## src/rtl/timer_pkg.sv

```systemverilog
// Shared definitions for the timer device: register offsets, bit indices,
// register-select decode and byte-lane merge helper.
package timer_pkg;

  // Byte offsets of the word registers inside the device window
  localparam logic [7:0] TMR_CTRL    = 8'h00;
  localparam logic [7:0] TMR_STATUS  = 8'h02;
  localparam logic [7:0] TMR_PRESC   = 8'h04;
  localparam logic [7:0] TMR_COUNT   = 8'h06;
  localparam logic [7:0] TMR_COMPARE = 8'h08;

  // CTRL bit indices
  localparam int EN         = 0;
  localparam int IRQ_EN     = 1;
  localparam int AUTORELOAD = 2;

  // STATUS bit index
  localparam int MATCH = 0;

  typedef enum logic [2:0] {
    SEL_CTRL,
    SEL_STATUS,
    SEL_PRESC,
    SEL_COUNT,
    SEL_COMPARE,
    SEL_NONE
  } reg_sel_t;

  // Word decode: addr[0] is ignored, unknown offsets map to SEL_NONE
  function automatic reg_sel_t decode_sel(input logic [7:0] a);
    reg_sel_t s;
    case ({a[7:1], 1'b0})
      TMR_CTRL:    s = SEL_CTRL;
      TMR_STATUS:  s = SEL_STATUS;
      TMR_PRESC:   s = SEL_PRESC;
      TMR_COUNT:   s = SEL_COUNT;
      TMR_COMPARE: s = SEL_COMPARE;
      default:     s = SEL_NONE;
    endcase
    return s;
  endfunction

  // Replace the strobed byte lanes of old_val with the matching lanes of wdata
  function automatic logic [15:0] lane_merge(input logic [15:0] old_val,
                                             input logic [15:0] wdata,
                                             input logic        hi,
                                             input logic        lo);
    logic [15:0] r;
    r = old_val;
    if (hi) r[15:8] = wdata[15:8];
    if (lo) r[7:0]  = wdata[7:0];
    return r;
  endfunction

endpackage

```

## src/rtl/timer_prescaler.sv

```systemverilog
// Prescaler: down-counter producing a one-clock tick every presc+1 clocks
// while enabled. The presc input is the value PRESC will hold after this
// edge, so a load picks up freshly written data on the same edge.
module timer_prescaler #(
  parameter logic [15:0] PRESC_RESET = 16'h0000
) (
  input  logic        clk,
  input  logic        reset_n,
  input  logic        en,
  input  logic        load,
  input  logic [15:0] presc,
  output logic        tick
);

  logic [15:0] pcnt_reg;

  assign tick = en & (pcnt_reg == 16'h0000);

  // Reload on write, while disabled (hold at PRESC) or on terminal count
  always_ff @(posedge clk or negedge reset_n) begin
    if (!reset_n) begin
      pcnt_reg <= PRESC_RESET;
    end else if (load || !en || tick) begin
      pcnt_reg <= presc;
    end else begin
      pcnt_reg <= pcnt_reg - 16'd1;
    end
  end

endmodule

```

## src/rtl/timer_dev.sv

```systemverilog
// 16-bit programmable timer on a device_mux slave port: one-wait-state bus
// handshake, byte-lane register file, prescaled counter with compare match
// and a registered level interrupt.
module timer_dev
  import timer_pkg::*;
#(
  parameter logic [15:0] PRESC_RESET   = 16'h0000,
  parameter logic [15:0] COMPARE_RESET = 16'hFFFF
) (
  input  logic        clk,
  input  logic        reset_n,
  input  logic [15:0] data_write,
  output logic [15:0] data_read,
  input  logic [7:0]  addr,
  input  logic        uds,
  input  logic        lds,
  input  logic        rw,
  output logic        ack,
  output logic        irq
);

  logic        ack_reg;
  logic [15:0] data_read_reg;
  logic        irq_reg;
  logic [2:0]  ctrl_reg;
  logic        match_reg;
  logic [15:0] presc_reg;
  logic [15:0] count_reg;
  logic [15:0] compare_reg;

  logic        strobe;
  logic        commit;
  logic        wr_en;
  reg_sel_t    sel;
  logic [15:0] read_value;
  logic [15:0] presc_next;
  logic [15:0] count_next;
  logic [15:0] count_inc;
  logic        tick;
  logic        hit;
  logic        status_clr;

  // Bus qualification: an access commits only on the edge ack rises
  assign strobe = uds | lds;
  assign commit = strobe & ~ack_reg;
  assign wr_en  = commit & ~rw;
  assign sel    = decode_sel(addr);

  // Read data mux; unmapped offsets read as zero
  always_comb begin
    read_value = 16'h0000;
    case (sel)
      SEL_CTRL:    read_value = {13'h0000, ctrl_reg};
      SEL_STATUS:  read_value = {15'h0000, match_reg};
      SEL_PRESC:   read_value = presc_reg;
      SEL_COUNT:   read_value = count_reg;
      SEL_COMPARE: read_value = compare_reg;
      default:     read_value = 16'h0000;
    endcase
  end

  // PRESC value after this edge, also fed to the prescaler for its reload
  always_comb begin
    presc_next = presc_reg;
    if (wr_en && sel == SEL_PRESC) begin
      presc_next = lane_merge(presc_reg, data_write, uds, lds);
    end
  end

  timer_prescaler #(
    .PRESC_RESET (PRESC_RESET)
  ) u_prescaler (
    .clk     (clk),
    .reset_n (reset_n),
    .en      (ctrl_reg[EN]),
    .load    (wr_en && sel == SEL_PRESC),
    .presc   (presc_next),
    .tick    (tick)
  );

  assign count_inc  = count_reg + 16'd1;
  assign hit        = tick & (count_inc == compare_reg);
  assign status_clr = wr_en & (sel == SEL_STATUS) & lds & data_write[MATCH];

  // Counter next value: tick advances, a bus write to COUNT overrides it
  always_comb begin
    count_next = count_reg;
    if (tick) begin
      count_next = (hit && ctrl_reg[AUTORELOAD]) ? 16'h0000 : count_inc;
    end
    if (wr_en && sel == SEL_COUNT) begin
      count_next = lane_merge(count_reg, data_write, uds, lds);
    end
  end

  // Bus handshake: ack rises one edge after strobe, drops once strobes go low
  always_ff @(posedge clk or negedge reset_n) begin
    if (!reset_n) begin
      ack_reg       <= 1'b0;
      data_read_reg <= 16'h0000;
    end else if (commit) begin
      ack_reg       <= 1'b1;
      data_read_reg <= read_value;
    end else if (!strobe) begin
      ack_reg       <= 1'b0;
    end
  end

  // Register file, counter, match flag and registered interrupt
  always_ff @(posedge clk or negedge reset_n) begin
    if (!reset_n) begin
      ctrl_reg    <= 3'b000;
      match_reg   <= 1'b0;
      presc_reg   <= PRESC_RESET;
      count_reg   <= 16'h0000;
      compare_reg <= COMPARE_RESET;
      irq_reg     <= 1'b0;
    end else begin
      presc_reg <= presc_next;
      count_reg <= count_next;
      irq_reg   <= match_reg & ctrl_reg[IRQ_EN];
      if (wr_en && sel == SEL_CTRL && lds) begin
        ctrl_reg <= data_write[2:0];
      end
      if (wr_en && sel == SEL_COMPARE) begin
        compare_reg <= lane_merge(compare_reg, data_write, uds, lds);
      end
      // A match set on the same edge as a clear takes priority
      if (hit) begin
        match_reg <= 1'b1;
      end else if (status_clr) begin
        match_reg <= 1'b0;
      end
    end
  end

  assign ack       = ack_reg;
  assign data_read = data_read_reg;
  assign irq       = irq_reg;

endmodule

```

## config.mk

```make
export PLATFORM = sky130hd
export DESIGN_NAME = timer_dev
export DESIGN_NICKNAME = d
export VERILOG_FILES = /design/src/rtl/timer_pkg.sv /design/src/rtl/timer_prescaler.sv /design/src/rtl/timer_dev.sv
export SDC_FILE = /design/constraint.sdc
export NUM_CORES = 1
export LEC_CHECK = 0
export ABC_AREA = 1
export ABC_CLOCK_PERIOD_IN_PS = 2350
export CAP_MARGIN = 20
export CORE_MARGIN = 3
export CORE_UTILIZATION = 53
export DETAILED_ROUTE_END_ITERATION = 8
export GPL_TIMING_DRIVEN = 0
export PLACE_DENSITY = 0.79
export SETUP_SLACK_MARGIN = 0.05
export SYNTH_ARGS = -nofsm -noshare
export SYNTH_HDL_FRONTEND = slang
export SYNTH_SLANG_ARGS = --single-unit
```

## constraint.sdc

```tcl
create_clock -name clk -period 2.35 [get_ports clk]
set_input_delay 0.47 -clock clk [delete_from_list [all_inputs] [get_ports clk]]
set_output_delay 0.47 -clock clk [all_outputs]
set_load 0.01 [all_outputs]
```

# Yosys cells after proc, flatten, opt, wreduce, memory -nomap -nowiden
# Cells that the tools add are included.
# classes
magnitude_cmp,0
n_reduce_logical,18
addsub,2
eq_ne,12
shifts,0
n_div,0
n_mux,15
n_bitwise,11
mul,0
# ops
cell,count
$mux 16,5
$pmux 16 s5,1
$mux 8,4
$add 16x1->16 const B,1
$eq 16x16->1,1
$logic_not 16->1,1
$sub 16x1->16 const B,1
$pmux 3 s5,1
$eq 7x2->1 const B,2
$and 1x1->1,8
$reduce_and 2->1,4
$eq 7x1->1 const B,1
$eq 7x3->1 const B,1
$logic_not 7->1,1
$eq 3x2->1 const B,2
$logic_and 1x1->1,6
$mux 1,4
$ne 2x2->1 const B,2
$reduce_bool 2->1,2
$eq 3x1->1 const B,1
$eq 3x3->1 const B,1
$logic_not 3->1,1
$logic_or 1x1->1,2
$ne 2x1->1 const B,1
other kinds (3),4
# word_totals
input_bits,29
n_memories,0
latchBits,0
elab_cells,69
ramBits,0
output_inout_bits,18
regBits,86
rom_bits,0

# Logic depth before layout (Yosys ltp)
# logic_depth
ltp_word,8
mapped_depth,15
mapped_depth_nobuf,14

# Cells and area by module
# A second synthesis with hierarchy kept.
# unflattened
cells_unflattened,702
hier_area_um2,5097.4
# modules_own_cells
mod,seq_area_each_um2,cells_each,instances,area_per_inst_um2
timer_dev,1771.7,543,1,4030.1
timer_prescaler,400.4,159,1,1067.3

# Worst setup path after synthesis
# OpenSTA, ideal clock, no wires.
# synth_timing
path_kind,in2reg
startpoint,input addr[3]
endpoint,register u_prescaler.pcnt_reg[10]
t_required_ps,2233
setup_slack_ps,378
path_stages,8
arrival_time_ps,1855
path_buffers,1
path_cell_list,or2_1 -> nor4_4 -> nand2_2 -> nor2_2 -> buf_4 -> mux2_2 -> nand2_1 -> nand2_1
# synth_between
elab_cells_between_ends,12
cone_classes,5 x eq/ne; 3 x mux; 4 x reduce/logical
# synth_rtl
element,line,text
from (decl),timer_dev.sv:14,"input logic [7:0] addr,"
$eq 7x3->1 (tied with other cells),timer_pkg.sv:32,"case ({a[7:1], 1'b0})"
$pmux 3 s5 (*),timer_pkg.sv:32,
$eq 3x2->1 (*),timer_dev.sv:65,if (wr_en && sel == SEL_PRESC) begin
$logic_and 1x1->1 (*),timer_dev.sv:65,
$mux 16 (*),timer_dev.sv:65,
named net presc_next[10],timer_dev.sv:36,logic [15:0] presc_next;
$mux 16 (*),timer_prescaler.sv:23,end else if (load || !en || tick) begin
to (signal assigned),timer_prescaler.sv:24,pcnt_reg <= presc;
to (signal assigned),timer_prescaler.sv:26,pcnt_reg <= pcnt_reg - 16'd1;
to (decl),timer_prescaler.sv:15,logic [15:0] pcnt_reg;
# The timed path passes the listed nets; every way through them passes the cells marked *.
# A chain may end at the register's enable or synchronous reset.

# Worst setup path in the final report
# layout_timing
startpoint,register u_prescaler.pcnt_reg[1]
endpoint,register count_reg[13]
# layout_between
elab_chain_cells,7
elab_cells_between_ends,9
cone_classes,3 x mux; 2 x bitwise; 4 x reduce/logical
# layout_lines
element,line,text
$logic_not 16->1 (*),timer_prescaler.sv:17,assign tick = en & (pcnt_reg == 16'h0000);
$and 1x1->1 (*),timer_prescaler.sv:17,
$and 1x1->1,timer_dev.sv:82,assign hit = tick & (count_inc == compare_reg);
$logic_and 1x1->1,timer_dev.sv:89,count_next = (hit && ctrl_reg[AUTORELOAD]) ? 16'h0000 : count_inc;
$mux 16,timer_dev.sv:89,
$mux 16,timer_dev.sv:88,if (tick) begin
$mux 16,timer_dev.sv:91,if (wr_en && sel == SEL_COUNT) begin
to (signal assigned),timer_dev.sv:120,count_reg <= count_next;
to (decl),timer_dev.sv:28,logic [15:0] count_reg;
# Mark *: on every way between the ends. The rest lies on a longest branch, timed or not. The select of a mux whose other input is x is not followed.

==> parameters.txt <==
Parameter                              Value

Flow run
  Count of max-cap constraint violations ... 0

Synth
  Post-synthesis area per instance ... roughly 7.6 sq um
  Cell type with the highest aggregate area in the netlist ... dfrtp_1
  Fraction of synthesized cell area taken by the top area cell type ... 35.57%
  Leading post-synthesis cells by cell area ... dfrtp_1, nand2_1, dfstp_2
  Net count after synthesis ... roughly 680
  Distinct cell type count after synthesis ... 39
  Sequential area share after synthesis ... 44.11%
  Flop and latch count out of synthesis ... between 80 and 90
  Synthesized netlist cell count ... 647
  Ys Warns ... 0
  Combined area of all synthesized cells ... 0.004925 sq mm

Critical path
  Critical-path cell list ... inv_1 > ha_2 > nand2_2 > nor2_4 > nand2_1 > nor2_4 > inv_1 > nor2_4 > inv_1 > a21oi_1 > a21oi_1
  Peak per-stage delay on the critical path ... roughly 0.37 ns
  Kind of end point of the critical path ... flip-flop
  Slowest stage cell on the critical path ... dfrtp_1
  Crit path required time ... ~2.6 ns
  Biggest fanout along the worst timing path ... 6
  Crit path arrival time ... 2.46 ns
  Setup CP Type ... reg -> reg
  Critical path startpoint category ... flip-flop
  Setup slack, reg-to-reg ... 0.15 ns

Min path
  Class of the most critical hold timing path ... reg -> reg

Layout
  Post-layout util ... 65.92%
  Nets ... 741
  Fill cell instance count of the final layout ... 761
  Share of post-route cells with drive strength above 1 ... 15.13%
  Area growth from synthesis to final layout ... 19.00%
  Antenna fix cells ... 0

Route
  Wire per inst ... 16.82 um
  Vias ... roughly 4700
  WL met1 ... 5.922 mm
  Total routed wirelength ... 13.83 mm
  First-pass iteration count of the detailed router ... 5
  Final routed DRC violation total ... 0
  Detailed-routed wire length on met2 ... 6.499 mm
  Wire length on met3 ... 853 um
  Final antenna-violating net count ... 0
  Mean number of vias per cell ... 5.691
  Top Metal Used ... met4
  Number of DRC violations after detailed-routing iteration 0 ... 272

GRT
  Wire length of the first global-routing pass ... 22.29 mm
  GRT Total Usage ... 27.75%
  Initial antenna violation count ... 0
  Largest net degree at the start of global routing ... 68
  Vias in the first global route ... 4597
  Grt total ovfl ... 0

Timing
  Fin crit share ... 93.69%
  Final Slew Violations ... 0
  Slack of the critical path ... approximately 0.15 ns
  Max Clock Skew ... approximately 0.008 ns
  Setup Viol. Count Final ... 0
  Min cycle time layout ... 2.202 ns
  Setup TNS ... 0 ns
  Endpoints failing hold ... 0
  Worst slew slack as a fraction of its limit ... 61.71%
  RSZ-0062 raised after global routing ... true
  Pin slew with the least headroom to its limit ... 0.5744 ns
  Upper clock frequency limit ... 454.2 MHz

Clock network
  Max Buffers Root-to-Sink ... 2
  CTS sink cnt ... 86
  Clk pin slew, worst setup/hold paths ... 0.09 ns
  Clock latency on the worst-skew pair ... 0.37 ns
  TritonCTS clock tree ... yes
  Library cell used as clock root buffer ... clkbuf_8
  Number of levels in the clock H-tree ... 3
  Num CTS Buffers ... 9

Placement
  Detailed Place HPWL ... between 10 and 15 mm
  Post-placement setup slack ... -0.4175 ns
  Final estimated routing congestion in global placement ... 0.9180
  Port bufs ... 45

Pwr
  Power Dens Cells ... approximately 500 mW/mm^2
  Leak ... ~0.0026 uW
  Total power of the final layout ... between 2000 and 3000 uW
  Max rail drop VDD ... 0.0003607 V

Outcome
  Outcome ... finished, final reports clean

Die
  Y dimension of the die ... between 100 and 150 um
  Row count ... 34
  Die area ... about 0.010 sq mm
  Die width ... 102.4 um
  Top-level I/O count ... 47
  Starting density of the core ... a little under three fifths
  Core Box Area ... 0.008891 sq mm
## cells in the mapped netlist
master    instances
nor3b_1           2
a21oi_4           2
buf_2             5
nor4_1            3
o22ai_1           9
nor3_1            3
buf_4             4
dfrtp_1          70
xnor3_1           1
o21a_1            2
dfstp_2          16
nor2_4            7
xor2_1            7
nand2_2           7
inv_2             5
ha_1              2
nand3_4           1
a21oi_1          65
nor4_4            1
clkbuf_1          9
xnor2_1           5
a31oi_1          10
o21ai_1           2
nand3_1          34
nor2_2           11
nand3_2           1
a22o_1            1
mux2_2            4
nand2_1         176
xor3_1            1
or2_1             1
nand4_1           9
nor2_1           58
buf_6             2
a21oi_2           1
inv_1            63
o21ai_0          44
a21boi_0          1
a221oi_1          2
## layout by cell type, fill, tap and decap left out, drive strengths merged, types with 3 or more instances in the layout
cell,instances
a21oi,69
a31oi,10
buf,16
clkbuf,20
clkdlybuf4s50,42
clkinv,3
dfrtp,70
dfstp,16
inv,69
mux2,4
nand2,183
nand3,36
nand4,9
nor2,76
nor3,3
nor4,4
o21ai,46
o22ai,9
xnor2,5
xor2,7
## final timing paths
check                                                  start                         end  cells after the start
max reg2reg                u_prescaler.pcnt_reg[1]$_DFF_PN0_   count_reg[13]$_DFFE_PN0P_                     11
max                        u_prescaler.pcnt_reg[1]$_DFF_PN0_   count_reg[13]$_DFFE_PN0P_                     11
max in group asynchronous                            reset_n  compare_reg[7]$_DFFE_PN1P_                      3
min in group asynchronous                            reset_n    count_reg[5]$_DFFE_PN0P_                      2
min reg2reg                        data_read[15]$_DFFE_PN0P_   data_read[15]$_DFFE_PN0P_                      2
min                                data_read[15]$_DFFE_PN0P_   data_read[15]$_DFFE_PN0P_                      2
## power breakdown
group | leakage, uW | total (uW) | internal, uW | switching (uW)
Combinational | 0.00142 | 320 | 131 | 189
Clock | 0.0000959 | 1070 | 495 | 579
Sequential | 0.00112 | 1540 | 1510 | 29.6
## what timing repair did
item / CTS / global route
pin swaps: 1 / 6
resized for setup: 10 / 21
hold buffers: 1 / 0
buffers inserted: 0 / 4
endpoints found under the hold margin: 13 / 0
cloned: 1 / 0
setup endpoints to repair: 28 / 50
## worst max-delay path: cells and delay by family (launching register included)
family          cells  cell delay (ns)
compound gates      2             0.30
fa+ha+maj           1             0.24
buf+inv             3             0.40
flops               1             0.37
simple gates        5             0.77
## through the flow
step	hold WS, ns	cell area (sq um)	std cells
after floorplan	0.1744	4925	647
after global placement	0.4668	5510	800
after detailed placement	0.3785	5535	801
after CTS	0.4939	5771	818
after global routing	0.5208	5861	822
final	0.4891	5861	822
## area by class of cell
type,count,area (sq um),share of cell area [%]
flip-flops and latches,86,2173,37.08
repair buffers,51,509.2,8.689
multi-input cells,474,2471,42.16
well taps,108,135.1,2.306
inverters,68,255.2,4.355
clock buffers,9,123.9,2.114
plain buffers,20,120.1,2.050
clock inverters,6,72.57,1.238
## logic make-up after synthesis
kind of cell    share of synthesized area (%)
flops                                   44.11
buf+inv                                 7.444
simple gates                            28.43
compound gates                          15.52
fa+ha+maj                              0.5080
xor+xnor                                3.074
mux                                    0.9146
## routing by layer
layer / track usage, % / up-vias
met5: 0 / -
met4: 13.42 / 0
met3: 4.164 / 37
met2: 45.08 / 188
met1: 36.44 / 2202
li1: - / 2251
Power figures use the tool's default switching activity.
